### config.mk
export PLATFORM = sky130hd
export DESIGN_NAME = debounced_updown_counter_n
export DESIGN_NICKNAME = d
export VERILOG_FILES = /design/src/rtl/debounced_updown_counter_n.sv
export SDC_FILE = /design/constraint.sdc
export NUM_CORES = 1
export LEC_CHECK = 0
export CORE_MARGIN = 10
export CORE_UTILIZATION = 57
export DETAILED_ROUTE_END_ITERATION = 12
export GPL_TIMING_DRIVEN = 0
export PLACE_DENSITY = 0.74
export SLEW_MARGIN = 5
export SYNTH_ARGS = -nofsm -noshare
export SYNTH_HDL_FRONTEND = slang
export SYNTH_SLANG_ARGS = --single-unit
export TNS_END_PERCENT = 30
### constraint.sdc
create_clock -name systemClock -period 2.26 [get_ports systemClock]
set_clock_uncertainty 0.2 [all_clocks]
set_input_delay 0.452 -clock systemClock [delete_from_list [all_inputs] [get_ports systemClock]]
set_output_delay 0.452 -clock systemClock [all_outputs]
set_load 0.05 [all_outputs]
### src/rtl/debounced_updown_counter_n.sv
// debounced_updown_counter_n: debounced up/down/load counter with wrap or saturate and boundary flags
module debounced_updown_counter_n #(
  parameter int WIDTH            = 4,
  parameter int SCALER_BITS      = 20,
  parameter int DEBOUNCE_SAMPLES = 3,
  parameter bit WRAP             = 1'b1
) (
  input  logic             systemClock,
  input  logic             resetButton,
  input  logic             upButton,
  input  logic             downButton,
  input  logic             loadButton,
  input  logic [WIDTH-1:0] switches,
  output logic [WIDTH-1:0] counter,
  output logic             atMax,
  output logic             atMin,
  output logic             sampleTick
);
  localparam int N = DEBOUNCE_SAMPLES;
  // button index: 0 = up, 1 = down, 2 = load
  logic [2:0]             btn_s1_q, btn_s2_q;
  logic [WIDTH-1:0]       sw_s1_q, sw_s2_q;
  logic [SCALER_BITS-1:0] presc_q, presc_d;
  logic [2:0][N-1:0]      hist_q, hist_d;
  logic [2:0]             deb_q, deb_d, prev_q, press;
  logic [WIDTH-1:0]       cnt_q, cnt_d;
  logic                   at_max_q, at_max_d, at_min_q, at_min_d;
  logic                   tick, up_ok, dn_ok;
  // prescaler tick, per-button debounce, press edges and counter next state
  always_comb begin
    presc_d = presc_q + 1'b1;
    tick    = &presc_q;
    hist_d  = hist_q;
    deb_d   = deb_q;
    for (int i = 0; i < 3; i++) begin
      if (tick) hist_d[i] = {hist_q[i][N-2:0], btn_s2_q[i]};
      deb_d[i] = &hist_d[i] ? 1'b1 : ~|hist_d[i] ? 1'b0 : deb_q[i];
    end
    press    = deb_q & ~prev_q;
    up_ok    = WRAP || !(&cnt_q);
    dn_ok    = WRAP || (|cnt_q);
    cnt_d    = press[2]                           ? sw_s2_q :
               (press[0] && !press[1] && up_ok)   ? cnt_q + 1'b1 :
               (press[1] && !press[0] && dn_ok)   ? cnt_q - 1'b1 : cnt_q;
    at_max_d = &cnt_d;
    at_min_d = ~|cnt_d;
  end
  // all state registers; reset clears everything except the at-min flag
  always_ff @(posedge systemClock or negedge resetButton) begin
    if (!resetButton) begin
      btn_s1_q <= '0;
      btn_s2_q <= '0;
      sw_s1_q  <= '0;
      sw_s2_q  <= '0;
      presc_q  <= '0;
      hist_q   <= '0;
      deb_q    <= '0;
      prev_q   <= '0;
      cnt_q    <= '0;
      at_max_q <= 1'b0;
      at_min_q <= 1'b1;
    end else begin
      btn_s1_q <= {loadButton, downButton, upButton};
      btn_s2_q <= btn_s1_q;
      sw_s1_q  <= switches;
      sw_s2_q  <= sw_s1_q;
      presc_q  <= presc_d;
      hist_q   <= hist_d;
      deb_q    <= deb_d;
      prev_q   <= deb_q;
      cnt_q    <= cnt_d;
      at_max_q <= at_max_d;
      at_min_q <= at_min_d;
    end
  end
  assign counter    = cnt_q;
  assign atMax      = at_max_q;
  assign atMin      = at_min_q;
  assign sampleTick = tick;
endmodule
==> impl_metrics.csv, run 1 <==
group,metric,value,unit
outcome,status,"completed",
timing,min_period,2.23,ns
yosys,ys.flop_type,"dfrtp_1",
timing,hold_viol_final,0,
power,irDropWorstVdd,0.000423,V
yosys,synthCells,170,
floorplanning,die_h,82.5,µm
detailed_routing,vias,1362,
worst_setup_path,reg2regPathDepth,6,
clock_tree,path_clk_slew,0.10,ns
global_route,grt_max_degree,31,
finish,area_delta_synth_final,17.4,%
detailed_routing,drt-total-wl,3.63,mm
finish,stdcell_count,248,
global_route,antenna_found_initial,0,
worst_setup_path,critPathArrivalTime,1.58,ns
floorplanning,core,3720,µm²
worst_setup_path,crit_fanout,3,
floorplanning,start_util,0.599,
power,p_leak,0.00126,µW
clock_tree,cts_buffers,5,
place,io_buffers,15,
timing,max-slew-margin-rel,0.609,
clock_tree,cts_root_buffer,"clkbuf_8",
place,dp_hpwl,2.66,mm
finish,diodes,0,
detailed_routing,wire_per_inst,14.6,µm
finish,final_area,2610,µm²
yosys,synth_area_leader_cell,"dfrtp_1",
detailed_routing,first_pass_iters,4,
timing,rsz0062_at_grt,"true",
timing,setup_viol,0,
power,total_power,1570,µW
yosys,yosys-top-cells-count,"dfrtp_1, xnor2_1, nand2_1, mux2_2, nand3_1",
yosys,post-synth-top-area-fraction,0.607,
yosys,synth_area,2230,µm²
global_route,grt-ovfl-total,0,
detailed_routing,ant_nets,0,
job,cap_viol_max_count,0,
place,placedCellCount,234,
timing,worstMarginPinSlew,0.587,ns
yosys,ys_warn_count,0,
floorplanning,io-pin-count,16,
timing,timing.fmax,0.448,GHz
clock_tree,cts_max_path_buffers,2,
yosys,yosys-top-cells-area,"dfrtp_1, xnor2_1, mux2_2",
floorplanning,fp.dieW,82.5,µm
timing,report.final.slew_viol_count,0,
place,globalplace.congestion,0.685,
yosys,synth_fp_nets,182,
detailed_routing,vias_per_cell,5.49,
worst_setup_path,end_kind,"primary output",
detailed_routing,drt_iter0_drc,59,
timing,post-route-period-util,0.987,
worst_setup_path,path_class,"reg2out",
floorplanning,row_count,22,
clock_tree,cts_tree,"done",
finish,finalCoreUtilization,0.703,
global_route,grt_pass1_wl,6.62,mm
clock_tree,insertion_delay,0.31,ns
worst_setup_path,start_kind,"flop",
yosys,synth.most_common_cell,"dfrtp_1",
finish,drive_gt1_frac,0.195,
yosys,synthDistinctLibCells,40,
clock_tree,cts_sinks,55,
timing,hold_ws,0.156,ns
hold_path,hold_class,"reg2reg",
finish,nNetsFinal,211,
detailed_routing,drc,0,
yosys,synth_seq_cells,55,
yosys,ys_seq_area_frac,0.619,
hold_path,min_delay_path_depth,0,
yosys,avgSynthCellArea,13.1,µm²
worst_setup_path,crit_required,1.61,ns
yosys,synth_edf_count,0,
global_route,grtUsageTotal,0.128,
place,dpl-instance-area,2450,µm²
floorplanning,dieArea,6810,µm²
power,powerDensity,601,nW/µm²
global_route,grt_pass1_vias,1508,
clock_tree,h-tree-depth,2,
yosys,synth-async-reset-ratio,1.00,
stage by stage:
step,worst slack [ns],TNS (ns)
final,0.0298,0
after global routing,-0.0385,-0.0385
after CTS,-0.00265,-0.00265
after detailed placement,-0.508,-0.508
after global placement,-0.893,-48.93
after floorplan,0.299,0
state kept, by name, summed over array words and instances, names as in the netlist:
| register | flops |
|---|---|
| btn_s1_q | 3 |
| hist_q | 9 |
| sw_s1_q | 4 |
| counter | 4 |
| atMax | 1 |
| btn_s2_q | 3 |
| deb_q | 3 |
| presc_q | 20 |
| sw_s2_q | 4 |
| prev_q | 3 |
| atMin | 1 |
per-layer routing:
| metal | wire length, µm | track usage | up-vias | part of all wire |
|---|---|---|---|---|
| met2 | 1840 | 0.222 | 27 | 0.51 |
| met1 | 1530 | 0.137 | 675 | 0.42 |
| li1 | - | - | 654 | - |
| met3 | 220 | 0.0529 | 6 | 0.061 |
| met5 | 0 | 0 | - | 0 |
| met4 | 47 | 0.0468 | 0 | 0.013 |
where the power goes:
group | switching, µW | internal, µW | total (µW)
clock network | 314 | 222 | 536
logic | 20.1 | 15.7 | 35.8
registers | 4.19 | 996 | 1000
total | 338 | 1230 | 1570
final timing paths:
| check | startpoint | end | slack (ns) |
|---|---|---|---|
| setup / recovery | presc_q[0]$_DFF_PN0_ | sampleTick | 0.03 |
| setup reg to reg | presc_q[2]$_DFF_PN0_ | deb_q[2]$_DFFE_PN0P_ | 0.24 |
| max in group asynchronous | resetButton | deb_q[0]$_DFFE_PN0P_ | 0.84 |
| min in group asynchronous | resetButton | sw_s1_q[1]$_DFF_PN0_ | 0.47 |
| hold reg to reg | sw_s1_q[3]$_DFF_PN0_ | sw_s2_q[3]$_DFF_PN0_ | 0.16 |
| hold / removal | sw_s1_q[3]$_DFF_PN0_ | sw_s2_q[3]$_DFF_PN0_ | 0.16 |
placed cells by master (no fill, tap or decap), types with 2 or more instances in the layout:
| master | n |
|---|---|
| and3_1 | 2 |
| nor2_1 | 8 |
| ha_1 | 2 |
| maj3_1 | 2 |
| mux2_2 | 9 |
| buf_4 | 5 |
| xor2_1 | 5 |
| clkdlybuf4s50_1 | 9 |
| and2_1 | 3 |
| and4_1 | 3 |
| nor3_1 | 3 |
| o21ai_0 | 2 |
| a21oi_1 | 3 |
| clkbuf_8 | 5 |
| inv_1 | 4 |
| or2_2 | 3 |
| dfrtp_1 | 54 |
| a222oi_1 | 3 |
| xnor2_1 | 15 |
| nand3_1 | 9 |
| nand2_1 | 10 |
| nand2b_1 | 3 |
| and2b_1 | 2 |
| nand4_1 | 3 |
| dlygate4sd2_1 | 3 |
what timing repair did:
action | CTS | global route
setup buffers | 3 | 2
endpoints found under the hold margin | 24 | 0
gates resized for setup | 15 | 1
endpoints found under the setup margin | 4 | 2
hold buffers | 1 | 0
pin swaps | 2 | 1
layout make-up:
class / count / area, µm²
clock inverters: 3 / 22.5
inverters: 4 / 15.0
plain buffers: 1 / 11.3
well taps: 48 / 60.1
multi-input cells: 110 / 842
fillers: 280 / 1100
flip-flops and latches: 55 / 1380
repair buffers: 22 / 216
clock buffers: 5 / 68.8
critical path, stage by stage (launching register included):
cell,delay [ns]
dfrtp_1,0.42
ha_4,0.18
and4_1,0.19
and2_4,0.16
and3_4,0.18
buf_8,0.14
cell families (layout without fill, tap and decap cells):
family / Yosys count / in the layout / share of synthesized area
AOI/OAI and AO/OA: 12 / 12 / 0.0393
DFF: 55 / 55 / 0.619
adders and majority gates: 5 / 5 / 0.0258
xor gates and xnor gates: 20 / 20 / 0.0787
buffers and inverters: 5 / 35 / 0.0118
and+or+nand+nor: 63 / 63 / 0.176
muxes: 10 / 10 / 0.0500
No activity file was read; power rests on OpenSTA's default activity.
==> run 2, diff against run 1 <==
--- a/config.mk
+++ b/config.mk
@@ -6,10 +6,10 @@
 export NUM_CORES = 1
 export LEC_CHECK = 0
 export CORE_MARGIN = 10
-export CORE_UTILIZATION = 57
+export CORE_UTILIZATION = 44
 export DETAILED_ROUTE_END_ITERATION = 12
 export GPL_TIMING_DRIVEN = 0
-export PLACE_DENSITY = 0.74
+export PLACE_DENSITY_LB_ADDON = 0.12
 export SLEW_MARGIN = 5
 export SYNTH_ARGS = -nofsm -noshare
 export SYNTH_HDL_FRONTEND = slang
==> run 2 against run 1 <==
Routed wire length grew 5.1%; first-iteration DRC count shrank 49%; critical path type unchanged; die area is 22% higher.
==> impl_metrics.csv, run 2 (synthesized netlist as in run 1, its figures left out) <==
group,metric,value,unit
timing,min_period,2.23,ns
detailed_routing,drt-total-wl,3.82,mm
place,dp_hpwl,2.75,mm
timing,worst_slack,0.0349,ns
global_route,grt_pass1_vias,1506,
worst_setup_path,crit_required,1.61,ns
power,p_leak,0.00125,µW
finish,nFillCells,411,
finish,top_regs,"presc_q (20), hist_q (9)",
place,placedCellCount,253,
worst_setup_path,critPathArrivalTime,1.57,ns
power,clkPwrFrac,0.341,
global_route,grt-ovfl-total,0,
worst_setup_path,path_class,"reg2out",
detailed_routing,ant_nets,0,
floorplanning,row_count,25,
floorplanning,core,4820,µm²
detailed_routing,vias_per_cell,5.28,
power,seqPwrFrac,0.637,
floorplanning,fp.dieW,91.1,µm
hold_path,hold_class,"reg2reg",
timing,timing.fmax,0.449,GHz
clock_tree,insertion_delay,0.31,ns
finish,multi_input_area,843,µm²
worst_setup_path,end_kind,"primary output",
clock_tree,path_clk_slew,0.10,ns
clock_tree,cts_buffers,5,
detailed_routing,drt_iter0_drc,30,
finish,final_common_cell,"dfrtp_1",
timing,hold_viol_final,0,
global_route,grt_pass1_wl,6.90,mm
finish,regMostFlops,"presc_q",
power,swShare,0.217,
clock_tree,h-tree-depth,2,
global_route,grt_max_degree,33,
finish,layout_common_cells,"dfrtp_1, xnor2_1, nand2_1",
clock_tree,cts_root_buffer,"clkbuf_8",
place,post-place-ws,-0.522,ns
detailed_routing,wire_per_inst,14.4,µm
finish,drive_gt1_frac,0.197,
power,powerDensity,598,nW/µm²
detailed_routing,first_pass_iters,4,
clock_tree,cts_max_path_buffers,2,
finish,area_delta_synth_final,18.0,%
outcome,status,"completed",
timing,setup_viol,0,
clock_tree,cts_sinks,55,
floorplanning,start_util,0.462,
finish,diodes,0,
finish,nNetsFinal,210,
timing,post-route-period-util,0.985,
global_route,grtUsageTotal,0.100,
finish,stdcell_count,265,
timing,worstMarginPinSlew,0.543,ns
place,globalplace.congestion,0.721,
job,cap_viol_max_count,0,
timing,max-slew-margin-rel,0.638,
power,p_sw,340,µW
power,irDropWorstVdd,0.000405,V
timing,report.final.slew_viol_count,0,
power,p_int,1230,µW
floorplanning,die_h,91.1,µm
worst_setup_path,crit_fanout,3,
worst_setup_path,start_kind,"flop",
global_route,antenna_found_initial,0,
timing,rsz0062_at_grt,"true",
finish,largest_reg_flops,20,
floorplanning,dieArea,8310,µm²
finish,register_area,1380,µm²
detailed_routing,vias,1399,
floorplanning,io-pin-count,16,
finish,finalCoreUtilization,0.545,
place,io_buffers,15,
power,combPwrFrac,0.023,
power,total_power,1570,µW
detailed_routing,drc,0,
clock_tree,cts_tree,"done",
==> run 2: timing repair <==
item / in CTS / in global routing
hold buffers: 1 / 0
gates resized for setup: 13 / 5
buffers inserted: 3 / 1
cloned: 0 / 0
pin swaps: 2 / 1
setup endpoints to repair: 4 / 3
hold endpoints to repair: 22 / 0
==> run 2: final cells by class <==
type                       instances  area share
clock buffer                       5      0.0262
clock inverter                     2     0.00667
timing repair buffer              21      0.0795
tap                               67      0.0319
sequential                        55       0.525
inverter                           4     0.00571
multi-input combinational        110       0.321
buffer                             1     0.00429
==> run 2: worst paths after layout <==
check                                           start               endpoint  slack [ns]  cells after the start
worst max-delay path             presc_q[0]$_DFF_PN0_             sampleTick        0.03                      5
worst min-delay path            btn_s1_q[2]$_DFF_PN0_  btn_s2_q[2]$_DFF_PN0_        0.16                      0
worst max register to register   presc_q[3]$_DFF_PN0_   deb_q[2]$_DFFE_PN0P_        0.24                      6
worst min register to register  btn_s1_q[2]$_DFF_PN0_  btn_s2_q[2]$_DFF_PN0_        0.16                      0
max in group asynchronous                 resetButton   presc_q[2]$_DFF_PN0_        0.85                      3
min in group asynchronous                 resetButton    hist_q[8]$_DFF_PN0_        0.46                      2
==> run 2: critical path, cell delays in order (launching register included) <==
cell and delay (ns):
dfrtp_1 0.42, ha_4 0.18, and4_1 0.19, and2_4 0.16, and3_4 0.18, buf_8 0.14
==> run 2: through the flow <==
stage / TNS (ns) / hold WS [ns] / area (µm²)
6_report: 0 / 0.157 / 2630
5_1_grt: -0.0386 / 0.173 / 2630
4_1_cts: -0.0290 / 0.158 / 2610
3_5_place_dp: -0.522 / 0.135 / 2480
3_3_place_gp: -51.87 / 0.132 / 2460
2_1_floorplan: 0 / -0.0436 / 2230
==> run 2: routing by layer <==
layer  vias to the layer above  share of wire  track usage
met2                        25           0.49        0.171
li1                        654              -            -
met1                       713           0.45        0.112
met3                         7          0.049       0.0436
met5                         -              0            0
met4                         0          0.012       0.0261
==> run 2: power groups by stage <==
stage | logic, µW | registers (µW) | clock network [µW]
after floorplan | 0.129 | 1020 | 0
after global placement | 31.7 | 1020 | 0
after detailed placement | 36.4 | 1020 | 0
after global routing | 41.2 | 1000 | 595
final | 35.5 | 1000 | 535
after CTS | 38.0 | 1000 | 556
